## src/rtl/icache_fill_ctrl.sv

```systemverilog
// icache_fill_ctrl: instruction-cache lookup and line-fill sequencer in front of the tag/flag RAM.
// Optional hit/miss statistics counters are built when ICACHE_STATS_EN is defined.
module icache_fill_ctrl #(
    parameter int PABITS     = 36,
    parameter int LINE_WORDS = 4
) (
    input  logic              clock,
    input  logic              reset,
    input  logic              Fetch_Req,
    input  logic [PABITS-1:0] Fetch_PAddr,
    output logic              Fetch_Ready,
    input  logic              Inv_Req,
    input  logic [7:0]        Inv_Index,
    output logic              Inv_Ack,
    output logic [7:0]        Tag_Index,
    output logic [PABITS-13:0] Tag_Cmp,
    output logic [PABITS-13:0] Tag_Set,
    output logic              Tag_Write,
    output logic              Tag_Valid,
    input  logic              MatchHit,
    input  logic              MatchValid,
    output logic [9:0]        Data_Addr,
    output logic              Data_Write,
    output logic [31:0]       Data_WData,
    output logic              Mem_Req,
    output logic [PABITS-1:0] Mem_Addr,
    input  logic              Mem_Ack,
    input  logic              Mem_RValid,
    input  logic [31:0]       Mem_RData
`ifdef ICACHE_STATS_EN
    ,
    output logic [31:0]       Hit_Count,
    output logic [31:0]       Miss_Count
`endif
);
    localparam int CW = $clog2(LINE_WORDS);

    typedef enum logic [2:0] {IDLE, LOOKUP, MISS_REQ, FILL, TAG_WR, RELOOK, INV} state_t;

    state_t             state;
    logic [PABITS-13:0] tag_q;
    logic [7:0]         idx_q;
    logic [CW-1:0]      cnt;
    logic               hit;
    logic               take_fetch;
    logic               beat;
    logic               last;
    logic               unused_bits;

    assign unused_bits = ^Fetch_PAddr[3:0];

    always_comb begin
        hit         = MatchHit && MatchValid;
        take_fetch  = state == IDLE && !Inv_Req && Fetch_Req;
        // a beat arriving together with the grant counts as beat 0
        beat        = Mem_RValid && (state == FILL || (state == MISS_REQ && Mem_Ack));
        last        = beat && cnt == CW'(LINE_WORDS - 1);
        Tag_Index   = (take_fetch && reset) ? Fetch_PAddr[11:4] : idx_q;
        Tag_Cmp     = tag_q;
        Tag_Set     = tag_q;
        Mem_Addr    = {tag_q, idx_q, 4'h0};
        Data_Addr   = {idx_q, cnt};
        Data_Write  = beat;
        Data_WData  = beat ? Mem_RData : 32'h0;
        Fetch_Ready = state == LOOKUP && hit;
    end

    always_ff @(posedge clock or negedge reset) begin
        if (!reset) begin
            state     <= IDLE;
            tag_q     <= '0;
            idx_q     <= '0;
            cnt       <= '0;
            Mem_Req   <= 1'b0;
            Tag_Write <= 1'b0;
            Tag_Valid <= 1'b0;
            Inv_Ack   <= 1'b0;
        end else begin
            Tag_Write <= 1'b0;
            Tag_Valid <= 1'b0;
            Inv_Ack   <= 1'b0;
            if (beat)
                cnt <= cnt + 1'b1;
            case (state)
                IDLE: begin
                    if (Inv_Req) begin
                        idx_q     <= Inv_Index;
                        Tag_Write <= 1'b1;
                        Inv_Ack   <= 1'b1;
                        state     <= INV;
                    end else if (Fetch_Req) begin
                        tag_q <= Fetch_PAddr[PABITS-1:12];
                        idx_q <= Fetch_PAddr[11:4];
                        state <= LOOKUP;
                    end
                end
                LOOKUP: begin
                    if (hit) begin
                        state <= IDLE;
                    end else begin
                        Mem_Req <= 1'b1;
                        cnt     <= '0;
                        state   <= MISS_REQ;
                    end
                end
                MISS_REQ: begin
                    if (Mem_Ack) begin
                        Mem_Req <= 1'b0;
                        state   <= FILL;
                    end
                end
                FILL: begin
                    if (last) begin
                        Tag_Write <= 1'b1;
                        Tag_Valid <= 1'b1;
                        state     <= TAG_WR;
                    end
                end
                TAG_WR:  state <= RELOOK;
                RELOOK:  state <= LOOKUP;
                INV:     state <= IDLE;
                default: state <= IDLE;
            endcase
        end
    end

`ifdef ICACHE_STATS_EN
    logic replay;

    // the lookup following a fill is a replay and is not counted as a hit
    always_ff @(posedge clock or negedge reset) begin
        if (!reset) begin
            replay     <= 1'b0;
            Hit_Count  <= '0;
            Miss_Count <= '0;
        end else begin
            if (state == TAG_WR)
                replay <= 1'b1;
            else if (state == LOOKUP)
                replay <= 1'b0;
            if (state == LOOKUP && hit && !replay && ~&Hit_Count)
                Hit_Count <= Hit_Count + 1'b1;
            if (state == LOOKUP && !hit && ~&Miss_Count)
                Miss_Count <= Miss_Count + 1'b1;
        end
    end
`endif

endmodule

```

## config.mk

```make
export PLATFORM = sky130hd
export DESIGN_NAME = icache_fill_ctrl
export DESIGN_NICKNAME = d
export VERILOG_FILES = /design/src/rtl/icache_fill_ctrl.sv
export SDC_FILE = /design/constraint.sdc
export NUM_CORES = 1
export LEC_CHECK = 0
export BUFFER_PORTS_ARGS = -buffer_cell sky130_fd_sc_hd__buf_4
export CAP_MARGIN = 40
export CORE_MARGIN = 4
export CORE_UTILIZATION = 35
export CTS_CLUSTER_SIZE = 12
export DETAILED_ROUTE_END_ITERATION = 10
export PLACE_DENSITY_LB_ADDON = 0.08
export SYNTH_ARGS = -nofsm -noshare
export SYNTH_HDL_FRONTEND = slang
export SYNTH_SLANG_ARGS = --single-unit
```

## constraint.sdc

```tcl
create_clock -name clock -period 1.4 [get_ports clock]
set_input_delay 0.28 -clock clock [delete_from_list [all_inputs] [get_ports clock]]
set_output_delay 0.28 -clock clock [all_outputs]
set_load 0.05 [all_outputs]
```

# Word-level counts from Yosys, hierarchy flattened

Cells that the tools add are included.

Register bits after elaboration: 41
Bits of input ports: 84
Output and inout bits: 140
Word-level logic and storage cells: 58

Add/sub/neg operators: 1
Equality and inequality tests: 10
Multiplexer cells: 21
Bitwise operators: 1
Reduce and logical (&&, ||, !) cells: 17

Operators with widths:

| cell                                                             | count |
|---|---|
| 32-bit two-way mux                                               | 1 |
| 8-bit two-way mux                                                | 3 |
| 3-bit case mux with 6 select lines                               | 1 |
| 3-bit two-way mux                                                | 4 |
| 3-bit AND reduction                                              | 3 |
| 1-bit logical AND                                                | 8 |
| 2-bit two-way mux                                                | 4 |
| 3-bit by 2-bit == test with 1-bit output (second input constant) | 2 |
| 3-bit == test (second input constant)                            | 2 |
| 1-bit two-way mux                                                | 6 |
| 2-bit != test (second input constant)                            | 3 |
| 1-bit case mux with 2 select lines                               | 2 |
| 2-bit nonzero test                                               | 2 |
| 3-bit by 1-bit == test with 1-bit output (second input constant) | 1 |
| 3-bit logical NOT                                                | 1 |
| 3-bit != test (second input constant)                            | 1 |
| 2-bit by 1-bit adder with 2-bit output (second input constant)   | 1 |
| 2-bit == test (second input constant)                            | 1 |
| 2-bit AND reduction                                              | 1 |
| 1-bit logical NOT                                                | 1 |
| 1-bit logical OR                                                 | 1 |
| 1-bit inverter                                                   | 1 |

# Longest topological paths before layout

Gate-level depths: netlist of run 1.

Depth in word-level cells: 7
Gate-level depth with buffers: 5
Depth with buffers taken out: 4

# Worst setup path before layout of run 1

Ideal clock, no wire load.

Path kind: register to output
Start: reg state[1]
End: out Data_WData[22]
Arrival: 1.412 ns
Required time: 1.120 ns
Setup slack: -0.292 ns
Cell stages (with the launch flop): 5
Path buffers: 2
Path through: dfrtp_1 and3b_2 buf_2 clkbuf_1 and3_1

Word-level cells in the longest chain between the ends: 5
Elaborated cells on any way between the ends: 6
Those cells by class: 2 x eq/ne; 1 x mux; 3 x reduce/logical

Ends and longest elaborated chain:

| what                                     | line | source |
|---|---|---|
| start: declaration                       | 40   | `state_t state;` |
| start signal: assignment                 | 70   | `state <= IDLE;` |
| start signal: assignment                 | 90   | `state <= INV;` |
| start signal: assignment                 | 94   | `state <= LOOKUP;` |
| 3-bit by 2-bit == test with 1-bit output | 56   | `beat = Mem_RValid && (state == FILL \|\| (state == MISS_REQ && Mem_Ack));` |
| 1-bit logical AND                        | 56   |  |
| 1-bit logical OR (*)                     | 56   |  |
| 1-bit logical AND (*)                    | 56   |  |
| 32-bit two-way mux (*)                   | 64   | `Data_WData = beat ? Mem_RData : 32'h0;` |
| end: declaration                         | 24   | `output logic [31:0] Data_WData,` |

Every way passes the cells marked *; elsewhere a longest branch is shown, timed or not.

# Final worst setup path of run 1

Start: reg state[0]
End: out Tag_Index[0]

Word-level cells in the longest chain between the ends: 5

Ends and longest elaborated chain:

| what                            | line | source |
|---|---|---|
| 3-bit logical NOT               | 54   | `take_fetch = state == IDLE && !Inv_Req && Fetch_Req;` |
| 1-bit logical AND (2 in series) | 54   |  |
| 1-bit logical AND               | 58   | `Tag_Index = (take_fetch && reset) ? Fetch_PAddr[11:4] : idx_q;` |
| 8-bit two-way mux               | 58   |  |
| end: declaration                | 15   | `output logic [7:0] Tag_Index,` |

Every way passes these cells.

==> flow_summary.ini, run 1 <==
[global_routing]
met1_usage_pct = 20.5
grt-ovfl-total = 0
grtUsageTotal_pct = 18.3
grt_pass1_wl_mm = 12.7
grt.busiest_layer = met2
grt_pass1_vias = 2477
grt_use_met3_pct = 5.23
grt_max_degree = 42
global_route.usage.met2_pct = 33.5
antenna_found_initial = 0

[floorplanning]
die_w_um = 93.5
initial_core_util_pct = 36.8
core_um2 = 6940
die_h_um = 93.5
rows = 30
dieArea_um2 = 8740
io-pin-count = 224

[final_layout]
diodes = 0
fill_cells = 525
drive_gt1_share_pct = 82.4
nets = 505
fin_area_um2 = 4890
multiInputGateArea_um2 = 1330
syn2layout_area_growth_pct = 91.0
register_area_um2 = 1030
final_core_util_pct = 70.4

[placed_design]
routabilityCongestion = 0.771
numPortBuffers = 215
dp_hpwl_mm = 6.11
dpl-instance-area_um2 = 4180

[worst_setup_path]
critPathBufInv = 1
worstSetupEndpointType = output pin
criticalPathCategory = flop to output pin
critPathLaunch = state[0]$_DFFE_PN0P_
crit_chain = nor2_4, nand4_4, mux2_4, buf_6
cp_max_fo = 8
slowest_delay_ns = 0.45
timing.rr.start = state[1]$_DFFE_PN0P_
critical_path_arrival_ns = 1.64
critPathRequiredTime_ns = 1.12
critPathTopFamily = flip-flops
cp-start-kind = flop
cp_slowest_cell = dfrtp_2

[routing]
post_drt_wl_per_cell_um = 16.1
routed_wl_mm = 8.35
drt.antenna.violating_nets = 0
drt_iter0_drc = 67
drcViolationCount = 0
drt-pass1-iter-count = 4
via_per_inst = 4.59
vias = 2375

[logic_synthesis]
ys_top_cells_by_area = dfrtp_1, buf_4, mux2_2, and3_1, mux2_1
ys_ff_latch = 41
synth_edf_count = 0
ys.flop_type = dfrtp_1
syn_area_um2 = 2560
syn_area_per_cell_um2 = 10.8
synth.largest_area_cell = dfrtp_1
ys_seq_area_share_pct = 40.1
yosysTopAreaCellShare_pct = 40.1
synthCells = 236
synthDistinctLibCells = 32
synth_warnings = 0
synth-async-reset-ratio_pct = 100

[timing]
slew_headroom_pct = 65.1
drv_slew = 0
hold_violations = 0
setup_ws_ns = -0.521
fin_worst_skew_ns = 0.00642
finalCriticalPeriod_ns = 1.92
fmax_ghz = 0.521
worst_pin_slew_ns = 0.524
rsz0062_at_grt = yes
finalCritPeriodShare_pct = 137
finalSetupViolCount = 77
holdWs_ns = 0.0740

[clock_network]
cts_max_level = 2
cts_tree = yes
clk_pin_slew_ns = 0.08
clockRootBuffer = clkbuf_8
clock_sinks = 41
cts_buffer_depth = 2
cts_buffers = 5
insertion_delay_ns = 0.29

[run_status]
violations = negative setup slack
status = complete, but fails checks

[flow_run]
drv_cap = 0

[worst_hold_path]
holdCritPathClass = primary input to asynchronous set/reset pin
## per-layer routing
layer,vias to the layer above,routed length (µm)
li1,1118,-
met1,1113,2980
met2,133,4430
met3,11,822
met4,0,108
met5,-,0
## state kept, by name, summed over array words and instances, names as in the netlist
register,flops
cnt,2
Inv_Ack,1
state,3
idx_q,8
Tag_Cmp,24
Tag_Write,1
Tag_Valid,1
Mem_Req,1
## layout by cell type, fill, tap and decap left out, drive strengths merged, types with 3 or more instances in the layout
| cell type | count |
|---|---|
| nand2 | 6 |
| conb | 4 |
| nand3 | 3 |
| o21ai | 3 |
| dfrtp | 41 |
| mux2 | 48 |
| buf | 247 |
| clkbuf | 6 |
| nor2 | 8 |
| and3 | 33 |
## worst register-to-register path, delay by kind of cell, from the launching register on
| kind | cells | cell delay [ns] |
|---|---|---|
| AND/OR/NAND/NOR | 1 | 0.32 |
| buffers and inverters | 3 | 0.46 |
| multiplexers | 1 | 0.30 |
| flip-flops | 1 | 0.44 |
## through the flow
stage | setup WS, ns | TNS [ns] | instances
final | -0.521 | -24.96 | 517
after global placement | -0.250 | -6.87 | 493
after global routing | -0.579 | -28.79 | 517
after detailed placement | -0.267 | -7.44 | 493
after floorplan | -0.114 | -1.48 | 239
after CTS | -0.524 | -24.12 | 514
## synthesized netlist by cell type (all sizes together), types with 2 or more instances
| cell type | instances |
|---|---|
| dfrtp | 41 |
| mux2 | 48 |
| and3 | 33 |
| a21o | 2 |
| clkbuf | 6 |
| nor2 | 8 |
| nand2 | 6 |
| a21oi | 2 |
| a31oi | 2 |
| nand3 | 3 |
| buf | 67 |
| inv | 2 |
| o21ai | 3 |
## kinds of logic after synthesis
kind of cell / synth area share (%)
buffers and inverters: 20.5
AND/OR/NAND/NOR: 14.6
multiplexers: 21.1
flip-flops: 40.1
AO/OA/AOI/OAI: 3.08
adder cells (fa/ha/maj): 0.489
other: 0.147
## what timing repair did
item,in CTS,in global routing
pin swaps,6,7
cloned,5,0
gates resized for setup,99,14
endpoints found under the setup margin,61,80
hold buffers,0,0
buffers inserted,9,6
## layout make-up
| type | instances | area share, % |
|---|---|---|
| inverter | 2 | 0.154 |
| timing repair buffer | 247 | 47.2 |
| tap | 96 | 2.46 |
| clock inverter | 2 | 0.282 |
| clock buffer | 6 | 1.69 |
| multi-input combinational | 123 | 27.1 |
| sequential | 41 | 21.1 |
## path summary, 6_finish.rpt
path,to,slack (ns),cells after the start
min in group clock,Tag_Cmp[10]$_DFFE_PN0P_,0.19,2
max in group asynchronous,state[1]$_DFFE_PN0P_,0.94,2
min,cnt[0]$_DFF_PN0_,0.07,2
max,Tag_Index[0],-0.52,4
max reg2reg,idx_q[5]$_DFFE_PN0P_,-0.23,5
min reg2reg,Mem_Req$_DFFE_PN0P_,0.50,1
Power of run 1 is not shown: default switching activity piles up to over one toggle a cycle in this logic, so the estimate is an artifact.
==> inputs of run 2 (changes only) <==
--- a/config.mk
+++ b/config.mk
@@ -11,7 +11,8 @@
 export CORE_UTILIZATION = 35
 export CTS_CLUSTER_SIZE = 12
 export DETAILED_ROUTE_END_ITERATION = 10
-export PLACE_DENSITY_LB_ADDON = 0.08
+export PLACE_DENSITY = 0.78
+export SLEW_MARGIN = 10
 export SYNTH_ARGS = -nofsm -noshare
 export SYNTH_HDL_FRONTEND = slang
 export SYNTH_SLANG_ARGS = --single-unit
==> run 2 against run 1 <==
  * The run still ends with negative setup slack left
  * Sequential share of layout area about the same
  * Clock-buffer cell count down 1
  * Register-to-register slack worse by 0.08 ns
  * Worst hold slack better by 0.010 ns
  * Highest routed layer unchanged
  * Critical path type unchanged
  * Critical path depth unchanged
  * Utilization up 0.090 points
==> flow_summary.ini, run 2 (synthesis gave the netlist of run 1 again) <==
[worst_hold_path]
holdCritPathClass = primary input to asynchronous set/reset pin

[timing]
fmax_ghz = 0.520
setup_ws_ns = -0.522
finalCriticalPeriod_ns = 1.92
worst_pin_slew_ns = 0.526
drv_slew = 0
fin_worst_skew_ns = 0.00743
rsz0062_at_grt = yes
finalSetupViolCount = 79
holdWs_ns = 0.0842
hold_violations = 0
slew_headroom_pct = 65.0
finalCritPeriodShare_pct = 137

[routing]
drcViolationCount = 0
routed_wl_mm = 9.33
vias = 2440
post_drt_wl_per_cell_um = 18.0
via_per_inst = 4.72
drt_iter0_drc = 50
drt-pass1-iter-count = 4
drt.antenna.violating_nets = 0

[global_routing]
grt-ovfl-total = 0
grt_pass1_vias = 2463
grt_pass1_wl_mm = 12.8
antenna_found_initial = 0
grtUsageTotal_pct = 18.4
grt_max_degree = 42

[placed_design]
routabilityCongestion = 0.777
numPortBuffers = 215
dpl-instance-area_um2 = 4190
numPlacedInstances = 495
dp_hpwl_mm = 6.51
place_ws_ns = -0.251

[clock_network]
insertion_delay_ns = 0.29
cts_max_level = 2
cts_buffer_depth = 2
cts_buffers = 5
clk_pin_slew_ns = 0.09
cts_tree = yes
clock_sinks = 41
clockRootBuffer = clkbuf_8

[floorplanning]
core_um2 = 6940
rows = 30
dieArea_um2 = 8740
initial_core_util_pct = 36.8
io-pin-count = 224
die_w_um = 93.5
die_h_um = 93.5

[worst_setup_path]
cp_max_fo = 8
critPathRequiredTime_ns = 1.12
reg2regPathDepth = 7
criticalPathCategory = flop to output pin
cp_slowest_cell = dfrtp_2
crit_chain = nor2_4, nand4_4, mux2_4, buf_6
timing.rr.start = state[2]$_DFFE_PN0P_
cp-start-kind = flop
r2r-end = cnt[0]$_DFF_PN0_
critical_path_arrival_ns = 1.64
r2r_slack_ns = -0.31
worstSetupEndpointType = output pin
slowest_delay_ns = 0.45

[final_layout]
diodes = 0
most-common-layout-cells = buf_4, dfrtp_1, buf_8
largest_reg_flops = 24
drive_gt1_share_pct = 82.7
fin_area_um2 = 4890
mostFrequentLayoutCell = buf_4
finalNonFillerCells = 517
nets = 505
syn2layout_area_growth_pct = 91.2

[flow_run]
drv_cap = 0

[run_status]
status = complete, but fails checks
violations = negative setup slack
-- run 2: per-layer routing --
layer / wire (µm) / GRT usage [%] / vias up
li1: - / - / 1118
met1: 3380 / 20.2 / 1175
met2: 5070 / 34.8 / 135
met3: 731 / 5.07 / 12
met4: 153 / 4.03 / 0
met5: 0 / 0 / -
-- run 2: how the worst max path moves through the flow --
stage               cells past startpoint            startpoint             end
floorplan                               4  state[2]$_DFFE_PN0P_    Tag_Index[0]
global placement                        4  state[1]$_DFFE_PN0P_    Tag_Index[3]
detailed placement                      4  state[1]$_DFFE_PN0P_    Tag_Index[1]
CTS                                     4  state[2]$_DFFE_PN0P_    Tag_Index[5]
global route                            5  state[1]$_DFFE_PN0P_  Data_WData[11]
finish                                  4  state[2]$_DFFE_PN0P_    Tag_Index[5]
-- run 2: critical path, delay by kind of cell (launching register included) --
family	cells	cell delay, ns
buf+inv	1	0.15
simple gates	2	0.37
flops	1	0.45
mux	1	0.38
-- run 2: timing repair --
| item | 4_1_cts | 5_1_grt |
|---|---|---|
| gates cloned | 3 | 3 |
| hold buffers | 0 | 0 |
| pin swaps | 6 | 3 |
| buffers inserted | 5 | 3 |
| resized for setup | 56 | 50 |
| endpoints found under the setup margin | 75 | 77 |
-- run 2: cell type report --
class | count | area (µm²)
fill | 491 | 2050
multi-input combinational | 123 | 1330
clock buffer | 5 | 68.8
timing repair buffer | 247 | 2290
tap | 96 | 120
inverter | 2 | 7.51
clock inverter | 3 | 43.8
sequential | 41 | 1030
-- run 2: metrics by stage --
stage / utilization (%) / TNS [ns]
after detailed placement: 60.4 / -8.74
after floorplan: - / -1.48
after global routing: 70.5 / -31.35
final: 70.5 / -27.17
after CTS: 66.5 / -24.83
after global placement: 60.4 / -6.59
Power of run 2 is left out for the same reason.
==> inputs of run 3 (changes only) <==
--- a/config.mk
+++ b/config.mk
@@ -7,11 +7,11 @@
 export LEC_CHECK = 0
 export BUFFER_PORTS_ARGS = -buffer_cell sky130_fd_sc_hd__buf_4
 export CAP_MARGIN = 40
+export CORE_ASPECT_RATIO = 0.6
 export CORE_MARGIN = 4
-export CORE_UTILIZATION = 35
-export CTS_CLUSTER_SIZE = 12
+export CORE_UTILIZATION = 34
 export DETAILED_ROUTE_END_ITERATION = 10
-export PLACE_DENSITY = 0.78
+export PLACE_DENSITY = 0.76
 export SLEW_MARGIN = 10
 export SYNTH_ARGS = -nofsm -noshare
 export SYNTH_HDL_FRONTEND = slang
==> run 3 against run 2 <==
  * The run still ends with negative setup slack left
  * First-iteration DRC count rose by 110%
  * Non-clock buffer count shrank 2
  * Largest cell class unchanged
  * Cell area down 0.18%
  * Via count shrank 3.0%
  * Critical endpoint is now Data_WData[1]
==> flow_summary.ini, run 3 (synthesis gave the netlist of run 1 again) <==
[run_status]
status = complete, but fails checks
violations = negative setup slack

[clock_network]
clockRootBuffer = clkbuf_16
clk_pin_slew_ns = 0.06
cts_max_level = 2
cts_buffers = 5
insertion_delay_ns = 0.28
clock_sinks = 41
cts_tree = yes
cts_buffer_depth = 2

[worst_setup_path]
critical_path_arrival_ns = 1.62
critPathRequiredTime_ns = 1.12
r2r_slack_ns = -0.21
cp-start-kind = flop
criticalPathCategory = flop to output pin
reg2regPathDepth = 5
critPathLaunch = state[1]$_DFFE_PN0P_
cp_max_fo = 17
r2r-end = idx_q[6]$_DFFE_PN0P_
timing.rr.start = state[1]$_DFFE_PN0P_
worstSetupEndpointType = output pin

[final_layout]
mostFrequentLayoutCell = buf_4
finalNonFillerCells = 523
largest_reg_flops = 24
most-common-layout-cells = buf_4, dfrtp_1, buf_8
syn2layout_area_growth_pct = 90.9
diodes = 0
drive_gt1_share_pct = 82.6
fin_area_um2 = 4880
nets = 503

[timing]
setup_ws_ns = -0.496
finalSetupViolCount = 71
rsz0062_at_grt = yes
finalCriticalPeriod_ns = 1.90
drv_slew = 0
hold_violations = 0
slew_headroom_pct = 65.5
fmax_ghz = 0.527
finalCritPeriodShare_pct = 135
worst_pin_slew_ns = 0.518
fin_worst_skew_ns = 0.00508

[routing]
drt.antenna.violating_nets = 0
drcViolationCount = 0
post_drt_wl_per_cell_um = 16.7
vias = 2367
drt_iter0_drc = 103
routed_wl_mm = 8.75
drt-pass1-iter-count = 4
via_per_inst = 4.53

[floorplanning]
io-pin-count = 224
die_h_um = 75.2
initial_core_util_pct = 35.1
dieArea_um2 = 9020
rows = 24
die_w_um = 120
core_um2 = 7300

[placed_design]
numPlacedInstances = 504
dpl-instance-area_um2 = 4210
numPortBuffers = 215
dp_hpwl_mm = 6.35
routabilityCongestion = 0.793

[global_routing]
grt_max_degree = 42
grt_pass1_wl_mm = 12.8
grt-ovfl-total = 0
antenna_found_initial = 0
grt_pass1_vias = 2462
grtUsageTotal_pct = 18.3

[worst_hold_path]
holdCritPathClass = primary input to asynchronous set/reset pin

[flow_run]
drv_cap = 0
## run 3: cell types whose count changed in the layout (fill, tap and decap cells not counted), moves of 3 or more
| cell | change |
|---|---|
| and3_2 | +3 |
| and3_4 | -3 |
| buf_6 | +3 |
| clkbuf_16 | +4 |
| clkbuf_8 | -3 |
## run 3: metrics by stage
step           setup WS, ns  TNS [ns]  hold slack (ns)  util (%)
2_1_floorplan        -0.114     -1.48          -0.0156         -
3_3_place_gp         -0.265     -7.25            0.421      57.7
3_5_place_dp         -0.285     -8.33            0.432      57.7
4_1_cts              -0.481    -21.91            0.128      65.7
5_1_grt              -0.524    -25.41            0.137      66.9
6_report             -0.496    -21.96           0.0967      66.9
## run 3: timing repair
item,CTS,global route
hold buffers,0,0
gates resized for setup,90,14
cloned,2,1
setup endpoints to repair,63,77
buffers inserted,5,5
pin swaps,8,8
## run 3: worst max-delay path, cell delays in order, from the launching register on
cell and delay [ns]:
dfrtp_2 0.43, buf_6 0.13, and3b_2 0.23, buf_12 0.16, and3_2 0.22, buf_6 0.15
## run 3: per-layer routing
layer	track usage [%]	vias up	wire, µm
met4	3.05	0	30
met1	23.3	1149	3550
li1	-	1121	-
met2	31.7	93	4530
met3	5.86	4	635
met5	0	-	0
## run 3: worst max-delay path by stage
| stage | to | slack [ns] | cells after the start |
|---|---|---|---|
| after floorplan | Tag_Index[0] | -0.11 | 4 |
| after global placement | Tag_Index[0] | -0.27 | 4 |
| after detailed placement | Tag_Index[3] | -0.29 | 4 |
| after CTS | Tag_Index[3] | -0.48 | 5 |
| after global routing | Data_WData[1] | -0.52 | 5 |
| final | Data_WData[1] | -0.50 | 5 |
## run 3: final cells by class
cell class,count,area [µm²]
Inverter,2,7.51
Fill cell,581,2410
Sequential cell,41,1030
Clock inverter,1,5.00
Timing Repair Buffer,245,2250
Tap cell,104,130
Multi-Input combinational cell,123,1310
Clock buffer,7,153
Power of run 3 is left out for the same reason.
